===== config.mk =====
export PLATFORM = sky130hd
export DESIGN_NAME = gpib_listener
export DESIGN_NICKNAME = d
export VERILOG_FILES = /design/src/rtl/gpib_listener.sv
export SDC_FILE = /design/constraint.sdc
export NUM_CORES = 1
export LEC_CHECK = 0
export ABC_AREA = 1
export BUFFER_PORTS_ARGS = -buffer_cell sky130_fd_sc_hd__buf_2
export CAP_MARGIN = 20
export CORE_AREA = 10 10 85 87
export CTS_CLUSTER_DIAMETER = 50
export DETAILED_ROUTE_END_ITERATION = 12
export DIE_AREA = 0 0 95 97
export PLACE_DENSITY_LB_ADDON = 0.12
export SYNTH_ARGS = -nofsm -noshare
export SYNTH_HDL_FRONTEND = slang
export SYNTH_SLANG_ARGS = --single-unit
export TNS_END_PERCENT = 10

===== constraint.sdc =====
create_clock -name clk -period 3.9 [get_ports clk]
set_input_delay 0.78 -clock clk [delete_from_list [all_inputs] [get_ports clk]]
set_output_delay 0.78 -clock clk [all_outputs]
set_load 0.01 [all_outputs]

===== src/rtl/gpib_listener.sv =====
`default_nettype none
// ============================================================================
// Module      : gpib_listener
// Description : GPIB acceptor handshake with a small receive FIFO and a
//               valid/ready host read port.
// Revision    : 1.0  initial release
// ============================================================================
module gpib_listener #(
    parameter int DATA_W        = 8,
    parameter int FIFO_DEPTH    = 4,
    parameter int SETTLE_CYCLES = 2
) (
    input  logic                          clk,
    input  logic                          rst,
    input  logic [DATA_W-1:0]             bus_data,
    input  logic                          bus_dav,
    input  logic                          bus_atn,
    output logic                          nrfd,
    output logic                          ndac,
    output logic [DATA_W-1:0]             rx_data,
    output logic                          rx_cmd,
    output logic                          rx_valid,
    input  logic                          rx_ready,
    output logic [$clog2(FIFO_DEPTH):0]   fifo_level
);

    localparam int PTR_W = $clog2(FIFO_DEPTH);
    localparam int LVL_W = PTR_W + 1;
    localparam int CNT_W = (SETTLE_CYCLES > 1) ? $clog2(SETTLE_CYCLES) : 1;

    localparam logic [CNT_W-1:0] c_settle_last = CNT_W'(SETTLE_CYCLES - 1);
    localparam logic [LVL_W-1:0] c_depth       = LVL_W'(FIFO_DEPTH);

    typedef enum logic [1:0] {
        ANRS = 2'd0,
        ACRS = 2'd1,
        ACDS = 2'd2,
        AWNS = 2'd3
    } state_t;

    state_t                 r_state;
    logic [CNT_W-1:0]       r_settle_cnt;
    logic [DATA_W:0]        r_mem [FIFO_DEPTH];
    logic [PTR_W-1:0]       r_wr_ptr;
    logic [PTR_W-1:0]       r_rd_ptr;
    logic [LVL_W-1:0]       r_level;

    logic                   w_push;
    logic                   w_pop;
    logic                   w_has_space;

    assign w_has_space = (r_level < c_depth);
    // Capture happens on the edge that takes the final consecutive high sample.
    assign w_push = (r_state == ACRS) && bus_dav && (r_settle_cnt == c_settle_last);
    assign w_pop  = rx_valid && rx_ready;

    // ------------------------------------------------------------------------
    // Acceptor handshake state machine
    // ------------------------------------------------------------------------
    always_ff @(posedge clk) begin
        if (rst) begin
            r_state      <= ANRS;
            r_settle_cnt <= '0;
        end else begin
            case (r_state)
                ANRS: begin
                    r_settle_cnt <= '0;
                    if (!bus_dav && w_has_space) begin
                        r_state <= ACRS;
                    end
                end
                ACRS: begin
                    if (w_push) begin
                        r_settle_cnt <= '0;
                        r_state      <= ACDS;
                    end else if (bus_dav) begin
                        r_settle_cnt <= r_settle_cnt + CNT_W'(1);
                    end else begin
                        r_settle_cnt <= '0;
                    end
                end
                ACDS: begin
                    r_state <= AWNS;
                end
                AWNS: begin
                    if (!bus_dav) begin
                        r_state <= ANRS;
                    end
                end
                default: begin
                    r_state      <= ANRS;
                    r_settle_cnt <= '0;
                end
            endcase
        end
    end

    assign nrfd = (r_state != ACRS);
    assign ndac = (r_state != AWNS);

    // ------------------------------------------------------------------------
    // Receive FIFO
    // ------------------------------------------------------------------------
    always_ff @(posedge clk) begin
        if (rst) begin
            r_wr_ptr <= '0;
            r_rd_ptr <= '0;
            r_level  <= '0;
            for (int i = 0; i < FIFO_DEPTH; i++) begin
                r_mem[i] <= '0;
            end
        end else begin
            if (w_push) begin
                r_mem[r_wr_ptr] <= {bus_atn, bus_data};
                r_wr_ptr        <= r_wr_ptr + PTR_W'(1);
            end
            if (w_pop) begin
                r_rd_ptr <= r_rd_ptr + PTR_W'(1);
            end
            if (w_push && !w_pop) begin
                r_level <= r_level + LVL_W'(1);
            end else if (!w_push && w_pop) begin
                r_level <= r_level - LVL_W'(1);
            end
        end
    end

    assign rx_data    = r_mem[r_rd_ptr][DATA_W-1:0];
    assign rx_cmd     = r_mem[r_rd_ptr][DATA_W];
    assign rx_valid   = (r_level != '0);
    assign fifo_level = r_level;

endmodule
`default_nettype wire

After elaboration in Yosys (flattened, before gate mapping):

Memory sizes are Yosys's and may differ from the RTL's. A register that Yosys moved wholly into a read port is not among the register bits.
Index checks and enable logic that the tools add are counted.

* add/sub/neg operators: 5
* reductions and logical operators: 15
* magnitude comparators: 1
* mux-type cells: 19
* eq/ne operators: 8

Operator list (count)
* $mux 2: 6
* $mux 9: 1
* $reduce_or 9->1: 1
* $mux 1: 8
* $ne 2x2->1 const B: 4
* $pmux 2 s4: 1
* $logic_and 1x1->1: 6
* $mux 3: 2
* $add 2x1->2 const B: 2
* $eq 2x2->1 const B: 2
* $reduce_bool 2->1: 2
* $add 3x1->3 const B: 1
* $logic_not 1->1: 3
* $lt 3x3->1 const B: 1
* $reduce_and 3->1: 1
* $reduce_bool 3->1: 1
* $sub 3x1->3 const B: 1
* $eq 2x1->1 const B: 1
* $logic_not 2->1: 1
* $ne 2x1->1 const B: 1
* $pmux 1 s2: 1
* $add 1x1->1 const B: 1

* memories: 1
* bits of input ports: 13
* bits in writable memories: 36
* bits in registers: 10
* output and inout bits: 15

Memory list
* r_mem: words 4, width 9, read ports 1, clocked after Yosys merged registers in 1, wr ports 4, line 43 `logic [DATA_W:0] r_mem [FIFO_DEPTH];`

Depth between registers and ports, before layout:

Gate-level depths: netlist of run 1.

* word-level depth: 8
* depth in mapped cells: 13
* depth with buffers taken out: 13

Worst setup path after synthesis of run 1:

Ideal clock, no wire load.

* path type: in2reg
* start point: input port bus_dav
* end point: memory r_mem[1][0] (netlist name), enable pin
* buffers on the path: 0
* slack: 1.925 ns
* stages: 2
* data arrival time: 1.588 ns
* cell sequence: nand3_2 > o21ai_0

RTL lines
* start: declaration: line 16 `input logic bus_dav,`
* end: declaration: line 43

==> results of run 1 <==
cell type report:
type / count / area [sq um]
Sequential cell: 48 / 1320
Multi-Input combinational cell: 145 / 718
Clock inverter: 2 / 35.0
Tap cell: 72 / 90.1
Clock buffer: 6 / 72.6
Inverter: 27 / 101
Fill cell: 560 / 2980
Timing Repair Buffer: 29 / 150
worst min-delay path, delay by kind of cell (launching register included):
family	cells	cell delay, ps
AO/OA/AOI/OAI	1	70
flip-flops	1	330
AND/OR/NAND/NOR	1	60
flip-flops by register name (all words and copies together), names as in the netlist, named ones only:
name / flops
fifo_level: 3
r_mem: 36
r_wr_ptr: 2
r_settle_cnt: 1
r_rd_ptr: 2
r_state: 2
kinds of logic after synthesis:
logic type / share of synthesized area (%)
buffers and inverters: 6.59
AOI/OAI and AO/OA: 9.80
DFF: 60.5
and+or+nand+nor: 18.7
adders and majority gates: 4.36
layout by cell type, fill, tap and decap left out:
cell type and n:
a211oi_1 1, nor2_2 1, ha_1 6, o21ai_0 22, o22ai_1 9, edfxtp_1 36, nand2_1 23, buf_2 27
clkbuf_8 5, clkinv_2 1, nand2_2 3, nor2_1 54, inv_1 26, fa_1 1, nor3_1 8, nand3_2 1
buf_4 2, a21oi_1 8, nand3_1 7, nor3_2 1, inv_2 1, bufinv_16 1, clkbuf_1 1, dfxtp_1 12
layer usage:
metal / up-vias / part of all wire (%) / wire length, um
met2: 36 / 51 / 2250
met1: 736 / 43 / 1880
met3: 6 / 5.2 / 231
met5: - / 0 / 0
met4: 0 / 1.3 / 58
li1: 816 / - / -
per-stage QoR:
stage          total power (uW)  instances  setup WS (ps)
2_1_floorplan               983        226           1920
3_3_place_gp               1150        321           1340
3_5_place_dp               1150        321           1300
4_1_cts                    1500        329           1450
5_1_grt                    1590        329           1300
6_report                   1470        329           1470
final timing paths:
check	start	to	depth (start not counted)
min	r_rd_ptr[1]	r_rd_ptr[1]	2
max reg2reg	r_state[1]	r_mem[0][8]	8
max	flop	rx_data[6]	5
min reg2reg	r_rd_ptr[1]	r_rd_ptr[1]	2
report_power, final:
group	total, uW	internal [uW]	leakage (uW)	switching [uW]
logic	487	180	0.000524	307
clock network	345	190	0.0000552	155
registers	640	601	0.000470	39.4
==> summary.md, run 1 <==
| Metric | Value |
|---|---|
| Worst slew pin tran | `531 ps` |
| Post-synth EDFFs | `36` |
| # nets final | `276` |
| Status | `complete, no violations` |
| Final Instance Area | `0.00249 sq mm` |
| Register area share after synthesis | `60.5%` |
| Layout cell share with drive strength beyond 1 | `about 17%` |
| Period minus WS final | `2430 ps` |
| Ys flop type | `edfxtp_1` |
| Met3 usage | `3.16%` |
| # hold bufs at CTS | `0` |
| Max incr delay on CP | `410 ps` |
| Synth cell types | `20` |
| Clock skew | `9.67 ps` |
| Gr busiest metal | `met2` |
| Syn avg cell area | `9.66 sq um` |
| Critical Setup Path Class | `flop to output pin` |
| Max Slew Vio Count | `0` |
| Startpoint Class | `flop` |
| # IOs | `28` |
| FF+latch count, synth | `between 40 and 50` |
| Grt met1 use | `10.8%` |
| Final Util | `~45%` |
| Setup TNS | `0 ps` |
| Antenna violations before repair | `0` |
| RSZ-0062 raised after global routing | `false` |
| Max cap viols | `0` |
| Average wire per standard cell | `13.4 um` |
| Worst Path Buf+Inv | `3` |
| Gr ovfl total | `0` |
| Die Y | `97 um` |
| CTS Buf Count | `5` |
| Synth-to-Final Area Change | `14.0%` |
| Final wirelength | `4.42 mm` |
| Routability Congestion | `~0.75` |
| Mapped Area | `about 0.0022 sq mm` |
| Placed cell area | `around 0.0024 sq mm` |
| Max Freq | `411 MHz` |
| DR iter-0 viols | `89` |
| Clk pin slew, worst setup/hold paths | `80 ps` |
| Crit-path slowest cell | `inv_1` |
| Antenna-violating nets left | `0` |
| Worst Hold Class | `flop to flop` |
| Crit Path Max Fanout | `19` |
| Final hold vios | `0` |
| Vias per cell | `about 4.8` |
| # clock sinks | `48` |
| Detailed Place HPWL | `approximately 3.2 mm` |
| Via count | `1594` |
| Tot GR Track Use | `9.78%` |
| N_diodes | `0` |
| Vias in the first global route | `1592` |
| Global-route wire length before repair | `7.22 mm` |
| Commonest cells in the netlist | `nor2_1, edfxtp_1, inv_1` |
| Post-CTS sizing | `0` |
| PortBufs | `27` |
| Final setup fails | `0` |
| Synth warn | `0` |
| Leak pwr | `~0.0010 uW` |
| Post-synth top area cell | `edfxtp_1` |
| Async SR Flop Fraction | `0%` |
| Setup Buffers After CTS | `0` |
| R2R setup slack | `1670 ps` |
| CP required | `3120 ps` |
| Initial Util | `39.9%` |
| GR Util met2 | `17.0%` |
| Slew HR | `approximately 65%` |
| Worst-Skew Late Latency | `300 ps` |
| FP Rows | `27` |
| CTS root buf | `clkbuf_8` |
| Area share of the largest cell type after synthesis | `49.5%` |
| VDD IR-drop max | `about 310 uV` |
| Clock tree buffer depth | `2` |
| Crit-path cells | `buf_4 -> inv_1 -> o21ai_0 -> o22ai_1 -> buf_2` |
| Hold_ws | `509 ps` |
| CTS tree | `done` |
| H-tree levels | `2` |
| Largest net degree at the start of global routing | `21` |
| Die W | `95 um` |
| Top-count cell post-synth | `nor2_1` |
| Synth area leaders | `edfxtp_1, dfxtp_1, nor2_1, o21ai_0, inv_1` |
| Core area | `0.00547 sq mm` |
| Syn Nets | `246` |
| WP data arrival | `1650 ps` |
| Post-Synthesis Cells | `226` |
| Total power per unit cell area | `592 mW/mm^2` |
| Residual DRC | `0` |
| Critical path endpoint category | `output pin` |
| Crit path max-delay family | `buffers and inverters` |
| Post-route clock period utilization | `62.4%` |
| Die area | `0.00922 sq mm` |
| Drt pass-1 iters | `4` |
Note: power is estimated with default switching activity, not from simulation.
==> inputs of run 2 (changes only) <==
- clock period: 3.9 -> 2.07 ns (I/O delays scaled with it)
==> summary.md, run 2 (synthesis gave the netlist of run 1 again) <==
| Metric | Value |
|---|---|
| Post-route clock period utilization | `94.4%` |
| Hold path start | `rst` |
| PortBufs | `27 (unchanged)` |
| Startpoint Class | `flop` |
| Vias per cell | `4.78 (-1.4%)` |
| Largest net degree at the start of global routing | `20 (-4.8%)` |
| CTS root buf | `clkbuf_8` |
| Slew HR | `74.7% (+10 points)` |
| Terminus of the critical flop-to-flop path | `fifo_level[2]` |
| Routability Congestion | `0.703 (-6.5%)` |
| Crit Path Max Fanout | `10 (-9)` |
| Residual DRC | `0 (unchanged)` |
| Die W | `95 um (unchanged)` |
| CTS tree | `done` |
| Max Slew Vio Count | `0 (unchanged)` |
| Worst slew pin tran | `379 ps (-152 ps)` |
| Vias in the first global route | `1624 (+2.0%)` |
| Clock tree buffer depth | `2 (unchanged)` |
| Clk pin slew, worst setup/hold paths | `90 ps (about the same)` |
| DR iter-0 viols | `114 (+28%)` |
| # IOs | `28 (unchanged)` |
| Status | `complete, no violations` |
| Period minus WS final | `1950 ps` |
| Tot GR Track Use | `10.5% (+0.74 points)` |
| Critical path endpoint category | `output pin` |
| # nets final | `288 (+4.3%)` |
| R2R setup slack | `230 ps (-1440 ps)` |
| CTS Buf Count | `5 (unchanged)` |
| Worst hold path endpoint | `r_rd_ptr[0]` |
| Max Freq | `512 MHz` |
| # clock sinks | `48 (unchanged)` |
| Biggest register | `r_mem` |
| Overall Power | `2770 uW (+88%)` |
| Met3 usage | `2.85% (-0.31 points)` |
| Gr ovfl total | `0 (unchanged)` |
| Detailed Place HPWL | `3.10 mm (-2.6%)` |
| Final setup fails | `0 (unchanged)` |
| FP Rows | `27 (unchanged)` |
| Commonest non-fill, non-tap cells in the layout | `nor2_1, edfxtp_1, buf_2` |
| Hold_ws | `340 ps (-168 ps)` |
| Antenna violations before repair | `0 (unchanged)` |
| Antenna-violating nets left | `0 (unchanged)` |
| N_diodes | `0 (unchanged)` |
| Synth-to-Final Area Change | `18.3%` |
| Largest register FFs | `36 (unchanged)` |
| Hold Path Cell Cnt | `2 (unchanged)` |
| Initial Util | `39.9% (unchanged)` |
| Max incr delay on CP | `560 ps (+150 ps)` |
| Global-route wire length before repair | `7.78 mm (+7.8%)` |
| WP data arrival | `1540 ps (-110 ps)` |
| Total power per unit cell area | `1070 mW/mm^2 (+81%)` |
| Layout cell share with drive strength beyond 1 | `21.6% (+4.9 points)` |
| VDD IR-drop max | `733 uV (+140%)` |
| Commonest non-fill, non-tap cell in the layout | `nor2_1` |
| Crit-path cells | `inv_1 -> o21ai_0 -> o22ai_1 -> buf_2` |
| CP required | `1660 ps (-1460 ps)` |
| RSZ-0062 raised after global routing | `false` |
| GR Util met2 | `17.2% (+0.26 points)` |
| Worst Hold Class | `primary input to flop` |
| Via count | `1624 (+1.9%)` |
| Die area | `0.00922 sq mm (unchanged)` |
| Reg2Reg Depth | `13 (+5)` |
| Die Y | `97 um (unchanged)` |
| Average wire per standard cell | `13.5 um (+0.91%)` |
| Worst r2r src | `r_state[1]` |
| Final hold vios | `0 (unchanged)` |
| Setup TNS | `0 ps (unchanged)` |
| Final wirelength | `4.61 mm (+4.3%)` |
| Gr busiest metal | `met2` |
| Critical Setup Path Class | `flop to output pin` |
| Clock skew | `10.3 ps (+0.608 ps)` |
| H-tree levels | `2 (unchanged)` |
| Crit-path slowest cell | `dfxtp_1` |
| Core area | `0.00547 sq mm (unchanged)` |
| Max cap viols | `0 (unchanged)` |
| Grt met1 use | `13.0% (+2.3 points)` |
| Drt pass-1 iters | `5 (+1)` |
| Worst-Skew Late Latency | `300 ps (about the same)` |
| Leak pwr | `0.00109 uW (+4.4%)` |
[run 2: cell count changes in the layout (fill, tap and decap cells not counted), sizes merged]
cell	previous run	this run
clkinv	1	2
clkbuf	6	5
inv	27	26
bufinv	1	0
clkinvlp	0	1
buf	29	41
[run 2: power by group]
group,total (uW),switching [uW],internal [uW]
logic,1010,605,406
clock network,536,306,230
registers,1220,86.2,1130
total,2770,997,1770
[run 2: worst max-delay path, delay by kind of cell, from the launching register on]
kind / cells / cell delay [ps]
flip-flops: 1 / 560
buffers and inverters: 2 / 420
AO/OA/AOI/OAI: 2 / 270
[run 2: worst max path at each step]
| stage | end | from | cells past startpoint |
|---|---|---|---|
| 6_report | rx_cmd | flop | 4 |
| 2_1_floorplan | r_mem[1][0] | r_state[1] | 4 |
| 4_1_cts | rx_cmd | flop | 4 |
| 5_1_grt | fifo_level[2] | r_state[1] | 13 |
| 3_3_place_gp | fifo_level[2] | r_state[1] | 13 |
| 3_5_place_dp | fifo_level[2] | r_state[1] | 13 |
[run 2: through the flow]
step	cell area, sq um	util, %	std cells	setup WS, ps
2_1_floorplan	2180	-	226	244
3_5_place_dp	2460	44.9	331	118
4_1_cts	2540	46.4	338	90.7
5_1_grt	2580	47.2	340	3.34
6_report	2580	47.2	340	115
3_3_place_gp	2460	44.9	331	188
[run 2: cell type report]
class	instances	area, sq um
fill	550	2890
sequential	48	1320
multi-input combinational	145	731
timing repair buffer	41	253
inverter	27	105
tap	72	90.1
clock buffer	5	68.8
clock inverter	2	12.5
[run 2: per-layer routing]
| layer | part of all wire [%] | vias up |
|---|---|---|
| li1 | - | 838 |
| met1 | 46 | 747 |
| met2 | 48 | 32 |
| met3 | 4.8 | 7 |
| met4 | 1.1 | 0 |
| met5 | 0 | - |
[run 2: what timing repair did]
action                                  in CTS  in global routing
setup buffers                                0                  2
hold buffers                                 0                  0
endpoints found under the hold margin        0                  0
gates resized for setup                      0                  5
endpoints found under the setup margin       0                  2
==> inputs of run 3 (changes only) <==
- clock period: 2.07 -> 1.83 ns (I/O delays scaled with it)
==> summary.md, run 3 (synthesis gave the netlist of run 1 again) <==
| Metric | Value |
|---|---|
| Worst slack, placed | `10.4 ps (-108 ps)` |
| H-tree levels | `2 (unchanged)` |
| Die Y | `97 um (unchanged)` |
| WP data arrival | `1350 ps (-190 ps)` |
| Met3 WL | `208 um (-5.5%)` |
| Placed cell area | `0.00251 sq mm (+2.1%)` |
| Final wirelength | `4.74 mm (+2.8%)` |
| Layout cell share with drive strength beyond 1 | `25.5% (+3.9 points)` |
| DR top layer | `met4` |
| CTS tree | `done` |
| CTS Buf Count | `5 (unchanged)` |
| Drt pass-1 iters | `4 (-1)` |
| Setup TNS | `0 ps (unchanged)` |
| # nets final | `294 (+2.1%)` |
| Commonest non-fill, non-tap cell in the layout | `nor2_1` |
| Clock tree buffer depth | `2 (unchanged)` |
| Synth-to-Final Area Change | `20.2%` |
| Period minus WS final | `1720 ps` |
| Tot GR Track Use | `11.0% (+0.47 points)` |
| Detailed Place HPWL | `3.40 mm (+9.9%)` |
| Max Freq | `582 MHz` |
| DR WL met2 | `2.38 mm (+7.5%)` |
| CTS root buf | `clkbuf_8` |
| Via count | `1669 (+2.8%)` |
| Leak pwr | `0.00112 uW (+2.6%)` |
| Residual DRC | `0 (unchanged)` |
| Final hold vios | `0 (unchanged)` |
| Gr ovfl total | `0 (unchanged)` |
| Worst-Skew Late Latency | `300 ps (about the same)` |
| Vias in the first global route | `1740 (+7.1%)` |
| Die W | `95 um (unchanged)` |
| Biggest register | `r_mem` |
| Slew HR | `85.2% (+10 points)` |
| Hold_ws | `301 ps (-39.1 ps)` |
| Final Instance Area | `0.00262 sq mm (+1.6%)` |
| Core area | `0.00547 sq mm (unchanged)` |
| Commonest non-fill, non-tap cells in the layout | `nor2_1, edfxtp_1, buf_2` |
| Clock skew | `9.60 ps (-0.681 ps)` |
| Initial Util | `39.9% (unchanged)` |
| Status | `complete, no violations` |
| Vias per cell | `4.82 (+0.99%)` |
| Largest net degree at the start of global routing | `20 (unchanged)` |
| PortBufs | `27 (unchanged)` |
| Clk pin slew, worst setup/hold paths | `80 ps (about the same)` |
| N_diodes | `0 (unchanged)` |
| Max Slew Vio Count | `0 (unchanged)` |
| Post-route clock period utilization | `94.0%` |
| Setup ws final | `111 ps (-4.82 ps)` |
| Routability Congestion | `0.723 (+2.8%)` |
| DR iter-0 viols | `67 (-41%)` |
| # clock sinks | `48 (unchanged)` |
| Global-route wire length before repair | `8.05 mm (+3.4%)` |
| Metal-1 WL | `2.09 mm (-1.5%)` |
| FP Rows | `27 (unchanged)` |
| Overall Power | `3140 uW (+14%)` |
| Antenna violations before repair | `0 (unchanged)` |
| Die area | `0.00922 sq mm (unchanged)` |
| Average wire per standard cell | `13.7 um (+1.1%)` |
| Antenna-violating nets left | `0 (unchanged)` |
| CP required | `1460 ps (-200 ps)` |
| Crit Path Max Fanout | `18 (+8)` |
| Largest register FFs | `36 (unchanged)` |
| Critical path endpoint category | `output pin` |
| Startpoint Class | `flop` |
| Final setup fails | `0 (unchanged)` |
| Worst slew pin tran | `223 ps (-156 ps)` |
| Critical Setup Path Class | `flop to output pin` |
| VDD IR-drop max | `634 uV (-14%)` |
| Worst Hold Class | `primary input to flop` |
| # IOs | `28 (unchanged)` |
| Max cap viols | `0 (unchanged)` |
| Total power per unit cell area | `1200 mW/mm^2 (+12%)` |
[run 3: changes by cell type in the layout (fill, tap and decap cells not counted), sizes merged]
cell,previous run,this run
buf,41,47
clkinvlp,1,0
inv,26,27
[run 3: layer usage]
| layer | GRT usage (%) | vias up |
|---|---|---|
| met5 | 0 | - |
| met4 | 3.78 | 0 |
| met3 | 2.78 | 7 |
| met2 | 19.1 | 34 |
| met1 | 12.5 | 779 |
| li1 | - | 849 |
[run 3: through the flow]
stage	cells	utilization (%)
after floorplan	226	-
after global placement	338	45.8
after detailed placement	338	45.8
final	346	47.9
after CTS	345	47.4
after global routing	346	47.9
[run 3: area by class of cell]
class | instances | area [sq um]
clock buffer | 5 | 68.8
timing repair buffer | 47 | 285
tap | 72 | 90.1
fill | 548 | 2850
inverter | 27 | 101
sequential | 48 | 1330
multi-input combinational | 145 | 741
clock inverter | 2 | 12.5
[run 3: power breakdown]
part / internal (uW) / leakage (uW) / switching (uW)
registers: 1290 / 0.000471 / 91.1
clock network: 260 / 0.0000416 / 345
logic: 468 / 0.000610 / 695
[run 3: critical path, cell delays in order, from the launching register on]
cell and delay [ps]:
dfxtp_1 370, inv_1 50, buf_4 190, o21ai_0 210, o22ai_1 90, buf_2 150
[run 3: path summary, 6_finish.rpt]
kind,startpoint,endpoint,slack (ps),cells past startpoint
worst max register to register,r_state[1],fifo_level[1],140,9
worst max-delay path,flop,rx_data[4],110,5
worst min-delay path,rst,r_rd_ptr[0],300,2
worst min register to register,fifo_level[0],fifo_level[0],490,1
[run 3: repair_timing]
| action | CTS | global route |
|---|---|---|
| setup buffers | 0 | 1 |
| endpoints found under the setup margin | 1 | 9 |
| gates resized for setup | 1 | 12 |
| hold buffers | 0 | 0 |
